`config.mk`:
```
export PLATFORM = sky130hd
export DESIGN_NAME = host_cycle_seq
export DESIGN_NICKNAME = d
export VERILOG_FILES = /design/src/rtl/host_cycle_seq.sv
export SDC_FILE = /design/constraint.sdc
export NUM_CORES = 1
export LEC_CHECK = 0
export BUFFER_PORTS_ARGS = -buffer_cell sky130_fd_sc_hd__buf_4
export CORE_UTILIZATION = 25
export DETAILED_ROUTE_END_ITERATION = 6
export PLACE_DENSITY_LB_ADDON = 0.25
export SLEW_MARGIN = 5
export SYNTH_ARGS = -nofsm -noshare
export SYNTH_HDL_FRONTEND = slang
export SYNTH_SLANG_ARGS = --single-unit
```
`constraint.sdc`:
```
create_clock -name clk -period 1.7 [get_ports clk]
set_input_delay 0.085 -clock clk [delete_from_list [all_inputs] [get_ports clk]]
set_output_delay 0.085 -clock clk [all_outputs]
set_load 0.03 [all_outputs]
```
`src/rtl/host_cycle_seq.sv`:
```
//------------------------------------------------------------------------------
// host_cycle_seq : runs one host bus cycle (2MHz, or stretched 1MHz) per CPU request
// Revision: 1.0
//------------------------------------------------------------------------------
`default_nettype none

module host_cycle_seq #(
   parameter int SYNC_STAGES = 2,
   parameter int TIMEOUT     = 255,
   parameter int TW          = 8
) (
   input  logic clk,
   input  logic rst,
   input  logic host_req,
   input  logic host_rnw,
   input  logic slow,
   input  logic bbc_phi0,
   output logic lat_en,
   output logic bbc_cyc,
   output logic bbc_rnw,
   output logic data_cap,
   output logic cpu_ack,
   output logic err,
   output logic busy
);

   typedef enum logic [1:0] {
      S_IDLE      = 2'd0,
      S_WAIT_RISE = 2'd1,
      S_DATA      = 2'd2,
      S_DONE      = 2'd3
   } state_t;

   localparam logic [TW-1:0] c_timeout = TW'(TIMEOUT);
   localparam logic [TW-1:0] c_tmax    = '1;
   localparam logic [TW-1:0] c_one     = TW'(1);

   state_t                 r_state;
   logic [SYNC_STAGES-1:0] r_sync;
   logic                   r_hist;
   logic                   r_e_ph;
   logic                   r_slow;
   logic                   r_err_pend;
   logic [1:0]             r_fall_cnt;
   logic [TW-1:0]          r_timer;

   logic          w_rise;
   logic          w_fall;
   logic          w_go_data;
   logic          w_last_fall;
   logic          w_timeout;
   logic [TW-1:0] w_timer_inc;

   // Synchroniser and history flop carry no reset so a reset never fakes an edge.
   always_ff @(posedge clk) begin
      r_sync <= {r_sync[SYNC_STAGES-2:0], bbc_phi0};
      r_hist <= r_sync[SYNC_STAGES-1];
   end

   assign w_rise = r_sync[SYNC_STAGES-1] & ~r_hist;
   assign w_fall = ~r_sync[SYNC_STAGES-1] & r_hist;

   always_ff @(posedge clk) begin
      if (rst) begin
         r_e_ph <= 1'b0;
      end else if (w_rise) begin
         r_e_ph <= ~r_e_ph;
      end
   end

   // A slow cycle only starts on the rise that opens the second half of the 1MHz period.
   assign w_go_data   = w_rise && (!r_slow || r_e_ph);
   assign w_last_fall = w_fall && (r_fall_cnt == (r_slow ? 2'd1 : 2'd0));
   assign w_timeout   = (r_timer == c_timeout);
   assign w_timer_inc = (r_timer == c_tmax) ? r_timer : r_timer + c_one;

   always_ff @(posedge clk) begin
      if (rst) begin
         r_state    <= S_IDLE;
         r_slow     <= 1'b0;
         r_err_pend <= 1'b0;
         r_fall_cnt <= 2'd0;
         r_timer    <= '0;
         lat_en     <= 1'b0;
         bbc_cyc    <= 1'b0;
         bbc_rnw    <= 1'b0;
         data_cap   <= 1'b0;
         cpu_ack    <= 1'b0;
         err        <= 1'b0;
         busy       <= 1'b0;
      end else begin
         data_cap <= 1'b0;
         cpu_ack  <= 1'b0;
         err      <= 1'b0;
         case (r_state)
            S_IDLE: begin
               if (host_req) begin
                  bbc_rnw    <= host_rnw;
                  r_slow     <= slow;
                  r_timer    <= '0;
                  r_fall_cnt <= 2'd0;
                  r_err_pend <= 1'b0;
                  lat_en     <= 1'b1;
                  busy       <= 1'b1;
                  r_state    <= S_WAIT_RISE;
               end
            end

            S_WAIT_RISE: begin
               if (w_go_data) begin
                  bbc_cyc <= 1'b1;
                  r_timer <= '0;
                  r_state <= S_DATA;
               end else if (w_timeout) begin
                  r_err_pend <= 1'b1;
                  lat_en     <= 1'b0;
                  r_timer    <= '0;
                  r_state    <= S_DONE;
               end else begin
                  r_timer <= w_timer_inc;
               end
            end

            S_DATA: begin
               // The qualifying fall wins over a timeout landing in the same clock.
               if (w_last_fall) begin
                  r_fall_cnt <= r_fall_cnt + 2'd1;
                  data_cap   <= bbc_rnw;
                  bbc_cyc    <= 1'b0;
                  lat_en     <= 1'b0;
                  r_timer    <= '0;
                  r_state    <= S_DONE;
               end else if (w_timeout) begin
                  r_err_pend <= 1'b1;
                  bbc_cyc    <= 1'b0;
                  lat_en     <= 1'b0;
                  r_timer    <= '0;
                  r_state    <= S_DONE;
               end else begin
                  if (w_fall) begin
                     r_fall_cnt <= r_fall_cnt + 2'd1;
                  end
                  r_timer <= w_timer_inc;
               end
            end

            S_DONE: begin
               cpu_ack    <= 1'b1;
               err        <= r_err_pend;
               r_err_pend <= 1'b0;
               busy       <= 1'b0;
               r_state    <= S_IDLE;
            end

            default: begin
               r_state <= S_IDLE;
            end
         endcase
      end
   end

endmodule

`default_nettype wire
```
==> impl_metrics.json, run 1 <==
{
  "status": "finished clean",
  "antenna_found_initial": 0,
  "final_nets": 165,
  "numClockSinks": 25,
  "rsz0062_at_grt": "yes",
  "crit_family": "simple AND/OR/NAND/NOR gates",
  "p_comb_share_pct": 45.8,
  "path_max_fanout": 4,
  "dieHeight_um": 73.7,
  "yosysTopAreaCellShare_pct": 38.9,
  "synth_nets": 145,
  "p_sw_w": 0.000787,
  "tightest_slew_ns": 0.386,
  "hpwl_um": 2120,
  "cts_max_level": 1,
  "max_slew_margin_pct": 74.2,
  "synthTopCellsByArea": "dfxtp_1 39%, ha_1 5.8%, xnor2_1 4.8%",
  "numCtsBuffers": 3,
  "syn_area_um2": 1280,
  "seq_power_share_pct": 36.7,
  "intPower_w": 0.00123,
  "ys_ff_latch": 25,
  "worst_setup_path_end_kind": "flop",
  "leakage_nw": 0.571,
  "grt_use_total_pct": 12.4,
  "worstSetupPathType": "reg -> reg",
  "routed_via_density": 4.92,
  "fin_setup_tns_ns": 0,
  "hold_viol": 0,
  "setup_violations": 0,
  "power.density_nw_per_um2": 1290,
  "core-area_um2": 4850,
  "tritoncts": "done",
  "start_util_pct": 26.5,
  "vdd_drop_max_v": 0.000712,
  "wl_um": 2950,
  "cts_root_buf": "clkbuf_8",
  "port_buffers": 12,
  "drtIter0Drc": 77,
  "place_inst": 212,
  "synth.yosys.seq_area_share_pct": 38.9,
  "required_ns": 1.86,
  "synth.distinct_cells": 43,
  "areaGrowthSynthToFinish_pct": 21.4,
  "die_x_um": 73.7,
  "power.share.clock_pct": 17.4,
  "drc": 0,
  "slew_violations": 0,
  "layout-drive-gt1-share_pct": 26.3,
  "grt_pass1_vias": 1128,
  "path_clk_slew_ns": 0.09,
  "final_cells": 219,
  "max_freq_mhz": 626,
  "cp.arrival_ns": 1.76,
  "clock_path_buffers": 2,
  "avgSynthCellArea_um2": 9.66,
  "startpoint_type": "flop",
  "hp-class": "in -> reg",
  "grt_max_degree": 19,
  "row_count": 25,
  "crit_chain": "inv_2 > ha_2 > inv_1 > nor4_1 > buf_4 > or4_1 > o211a_1",
  "max_cap_violations": 0,
  "insertion_delay_ns": 0.27,
  "gp_congestion": 0.720,
  "finalCritPeriodShare_pct": 94.0,
  "wl_per_cell_um": 13.5,
  "drt_first_pass_iters": 4,
  "die-area_um2": 5430,
  "antennaDiodeCount": 0,
  "clock_skew_ns": 0.00408,
  "synth_cells": 133,
  "slowest_stage": "or4_1",
  "ant_nets": 0,
  "layout_min_cycle_time_ns": 1.60,
  "yosysTopAreaCell": "dfxtp_1",
  "grt_overflow": 0,
  "worst_path_largest_cell_delay_ns": 0.46,
  "dr_total_vias": 1077,
  "netSwitchingFraction_pct": 39.0,
  "grt_pass1_wl_um": 5240,
  "ys_warn_count": 0,
  "critPathBufInv": 3,
  "io_pins": 13
}
-- worst reg2reg max path, cell delays in order, from the launching register on --
cell and delay (ns):
dfxtp_2 0.37, inv_2 0.07, ha_2 0.18, inv_1 0.07, nor4_1 0.05, buf_4 0.15, or4_1 0.46, o211a_1 0.14
-- power by group through the flow --
stage | logic, W | registers (W) | clock network, W
after global placement | 0.000869 | 0.000738 | 0
after global routing | 0.00103 | 0.000754 | 0.000388
after floorplan | 0.000610 | 0.000781 | 0
final | 0.000925 | 0.000741 | 0.000351
after CTS | 0.000890 | 0.000732 | 0.000370
after detailed placement | 0.000871 | 0.000743 | 0
-- Yosys cell counts, drive strengths merged --
library cell / number
o21a: 1
buf: 3
a221oi: 1
or4: 2
o2111ai: 2
o211a: 1
a21boi: 2
o31ai: 3
nand2: 8
nand2b: 3
a21oi: 7
mux2i: 1
and3: 4
o31a: 1
xor2: 1
o211ai: 2
clkbuf: 2
xnor2: 7
dfxtp: 25
o21ai: 4
nor3b: 1
or2: 1
a2111oi: 1
a31oi: 2
inv: 4
o21bai: 1
a211oi: 7
nor4: 4
nor2: 6
nand3b: 2
ha: 6
nor2b: 4
nand4: 1
o311a: 1
nand3: 7
and2: 1
nor3: 4
-- worst paths after layout --
| check | startpoint | endpoint | slack (ns) | cells after the start |
|---|---|---|---|---|
| worst max-delay path | r_state[0] | r_err_pend | 0.10 | 7 |
| worst min-delay path | host_rnw | bbc_rnw | 0.07 | 3 |
| worst max register to register | r_state[0] | r_err_pend | 0.10 | 7 |
| worst min register to register | r_sync[0] | r_sync[1] | 0.33 | 0 |
-- routing by layer --
layer  up-vias  GRT usage, %  wire [µm]
li1        534             -          -
met1       519          14.6       1320
met2        22          22.6       1510
met3         2          2.88        109
met4         0          2.78         13
met5         -             0          0
-- state kept, by name (all words and copies together), names as in the netlist, 2 cells and up --
| register | count |
|---|---|
| r_sync | 2 |
| r_state | 2 |
| r_timer | 8 |
| r_fall_cnt | 2 |
-- layout make-up --
cell class,count,area (µm²)
clock buffers,4,45.0
inverters,4,15.0
flip-flops and latches,25,503
multi-input cells,100,768
repair buffers,19,145
fillers,514,3290
well taps,67,83.8
-- logic make-up (layout without fill, tap and decap cells) --
kind of cell               count (synthesis)  count (layout)  synth area share, %
adders and majority gates                  6               6                 5.84
AOI/OAI and AO/OA                         36              36                 21.7
and+or+nand+nor                           48              49                 23.5
buffers and inverters                      9              27                 3.80
muxes                                      1               1                0.779
xor gates and xnor gates                   8               8                 5.45
DFF                                       25              25                 38.9
-- per-stage QoR --
step	power (W)	utilization, %	worst slack [ns]	hold slack (ns)	area, µm²
floorplan	0.00139	-	0.0971	0.113	1280
global placement	0.00161	30.2	0.0372	0.193	1460
detailed placement	0.00161	30.2	0.00207	0.194	1460
CTS	0.00199	31.5	0.0175	0.0706	1530
global route	0.00217	32.2	-0.000517	0.0967	1560
finish	0.00202	32.2	0.102	0.0742	1560
-- cells in the final DEF (no fill, tap or decap), types with 2 or more instances in the layout --
| master | Yosys | final |
|---|---|---|
| dfxtp_1 | 25 | 23 |
| buf_4 | 0 | 18 |
| nand2_1 | 8 | 8 |
| nand3_1 | 7 | 7 |
| a21oi_1 | 7 | 7 |
| xnor2_1 | 7 | 7 |
| a211oi_1 | 7 | 7 |
| nor2_1 | 5 | 5 |
| o21ai_0 | 4 | 4 |
| and3_1 | 4 | 4 |
| nor3_1 | 4 | 4 |
| inv_1 | 4 | 3 |
| nor2b_1 | 3 | 3 |
| nand2b_1 | 3 | 3 |
| nor4_1 | 3 | 3 |
| o31ai_1 | 3 | 3 |
| ha_2 | 0 | 3 |
| clkbuf_8 | 0 | 3 |
| or4_1 | 2 | 2 |
| nand3b_1 | 2 | 2 |
| o2111ai_1 | 2 | 2 |
| a31oi_1 | 2 | 2 |
| ha_1 | 6 | 2 |
| dfxtp_2 | 0 | 2 |
-- timing repair --
action                                 in CTS  in global routing
resized for setup                           1                  8
hold buffers                                1                  0
pin swaps                                   0                  0
setup endpoints to repair                   2                 10
endpoints found under the hold margin       1                  0
setup buffers                               1                  0
gates cloned                                0                  1
Power figures use the tool's default switching activity.
==> run 2, diff against run 1 <==
- BUFFER_PORTS_ARGS: -buffer_cell sky130_fd_sc_hd__buf_4 -> unset
- DONT_BUFFER_PORTS: unset -> 1
==> run 2 against run 1 <==
  * Clock skew grew 0.0031 ns
  * Clock power hardly changed
  * Critical path depth down 2
  * Largest cell class unchanged
  * Register-to-register slack lost 0.02 ns
  * Highest routed layer unchanged
  * Combinational power is 12% lower
  * Fmax is 1.0% lower
  * Setup slack lost 0.016 ns
  * Die area is the same
  * Count of clock-buffer cells in the layout decreased by 1
  * Largest power group unchanged
  * Global-route usage shrank 0.82 points
==> impl_metrics.json, run 2 (synthesized netlist as in run 1, its figures left out) <==
{
  "hold_start": "rst",
  "rrSetupSlack_ns": 0.09,
  "antenna_found_initial": 0,
  "use_met3_pct": 3.70,
  "total_power_w": 0.00195,
  "dr_total_vias": 1044,
  "max_slew_margin_pct": 57.5,
  "hold_path_end": "r_fall_cnt[1]",
  "max_cap_violations": 0,
  "path_clk_slew_ns": 0.09,
  "die_x_um": 73.7,
  "io_pins": 13,
  "dpl_cell_area_um2": 1370,
  "holdPathStages": 2,
  "numClockSinks": 25,
  "cts_root_buf": "clkbuf_8",
  "layout-drive-gt1-share_pct": 20.3,
  "core-area_um2": 4850,
  "clock_skew_ns": 0.00714,
  "final_nets": 156,
  "worstSetupPathType": "reg -> reg",
  "areaGrowthSynthToFinish_pct": 17.1,
  "grt_overflow": 0,
  "worst_setup_path_end_kind": "flop",
  "dieHeight_um": 73.7,
  "grt_use_total_pct": 11.6,
  "final_area_um2": 1510,
  "ant_nets": 0,
  "grt_pass1_wl_um": 4840,
  "slew_violations": 0,
  "setup_violations": 0,
  "use_met2_pct": 19.2,
  "insertion_delay_ns": 0.27,
  "vdd_drop_max_v": 0.000617,
  "wl_per_cell_um": 13.7,
  "gp_congestion": 0.766,
  "power.density_nw_per_um2": 1300,
  "r2r_end": "r_err_pend",
  "cts_max_level": 1,
  "row_count": 25,
  "layout_min_cycle_time_ns": 1.61,
  "finalCritPeriodShare_pct": 94.9,
  "final_common_cell": "dfxtp_1",
  "clock_path_buffers": 2,
  "grt.busiest_layer": "met2",
  "startpoint_type": "flop",
  "drtIter0Drc": 44,
  "status": "finished clean",
  "leakage_nw": 0.528,
  "rsz0062_at_grt": "yes",
  "largest_reg_flops": 8,
  "die-area_um2": 5430,
  "reg2regPathDepth": 5,
  "cp.arrival_ns": 1.78,
  "routed_via_density": 4.97,
  "tritoncts": "done",
  "antennaDiodeCount": 0,
  "hp-class": "in -> reg",
  "grt_max_degree": 16,
  "grt_pass1_vias": 1053,
  "start_util_pct": 26.5,
  "drt_first_pass_iters": 4,
  "regToRegStartpoint": "r_state[1]",
  "required_ns": 1.87,
  "hold_viol": 0,
  "tightest_slew_ns": 0.635,
  "port_buffers": 0,
  "max_freq_mhz": 620,
  "gr-usage-met1_pct": 14.5,
  "hpwl_um": 2080,
  "path_max_fanout": 13,
  "drc": 0,
  "regMostFlops": "r_timer",
  "wl_um": 2880,
  "numCtsBuffers": 3
}
-- run 2: cell types whose count changed in the layout (fill, tap and decap cells not counted), sizes merged --
cell / previous run / this run
dlygate4sd3: 1 / 5
clkinv: 0 / 1
nor2b: 5 / 4
clkbuf: 4 / 3
buf: 18 / 6
-- run 2: worst max path at each step --
| stage | cells after the start | to | slack (ns) | start |
|---|---|---|---|---|
| 3_5_place_dp | 5 | r_timer[1] | 0.06 | r_state[1] |
| 5_1_grt | 6 | r_timer[0] | -0.05 | r_state[1] |
| 4_1_cts | 5 | r_timer[7] | 0.02 | r_state[1] |
| 2_1_floorplan | 6 | r_err_pend | 0.1 | r_state[1] |
| 6_report | 5 | r_err_pend | 0.09 | r_state[1] |
| 3_3_place_gp | 7 | r_err_pend | 0.05 | r_state[0] |
-- run 2: final cells by class --
cell class,instances,area (µm²)
clock buffer,3,41.3
clock inverter,1,5.00
fill,532,3340
inverter,4,15.0
multi-input combinational,99,762
sequential,25,503
tap,67,83.8
timing repair buffer,11,95.1
-- run 2: power by group --
group / leakage, nW / internal (W) / switching (W) / total [W]
clock network: 0.0255 / 0.000164 / 0.000187 / 0.000351
logic: 0.297 / 0.000342 / 0.000468 / 0.000810
registers: 0.205 / 0.000667 / 0.000124 / 0.000791
total: 0.528 / 0.00117 / 0.000779 / 0.00195
-- run 2: worst max-delay path, stage by stage (launching register included) --
cell	delay (ns)
dfxtp_2	0.38
inv_1	0.08
ha_1	0.20
nor2b_4	0.19
or4_1	0.51
o211a_1	0.13
-- run 2: what timing repair did --
item                                    4_1_cts  5_1_grt
endpoints found under the hold margin        16        0
buffers inserted                              0        1
resized for setup                             0        9
endpoints found under the setup margin        0       10
hold buffers                                  5        0
-- run 2: per-layer routing --
layer / vias to the layer above / part of all wire, %
met5: - / 0
met4: 0 / 0.35
met3: 2 / 4.9
met2: 17 / 49
met1: 510 / 46
li1: 515 / -
-- run 2: metrics by stage --
stage	cells	hold slack [ns]	setup WS (ns)	setup TNS, ns	utilization, %
2_1_floorplan	133	0.113	0.0971	0	-
3_3_place_gp	200	0.113	0.0493	0	28.3
3_5_place_dp	200	0.113	0.0567	0	28.3
4_1_cts	209	0.0120	0.0210	0	30.3
5_1_grt	210	0.0124	-0.0498	-0.0941	31.0
6_report	210	0.0200	0.0860	0	31.0
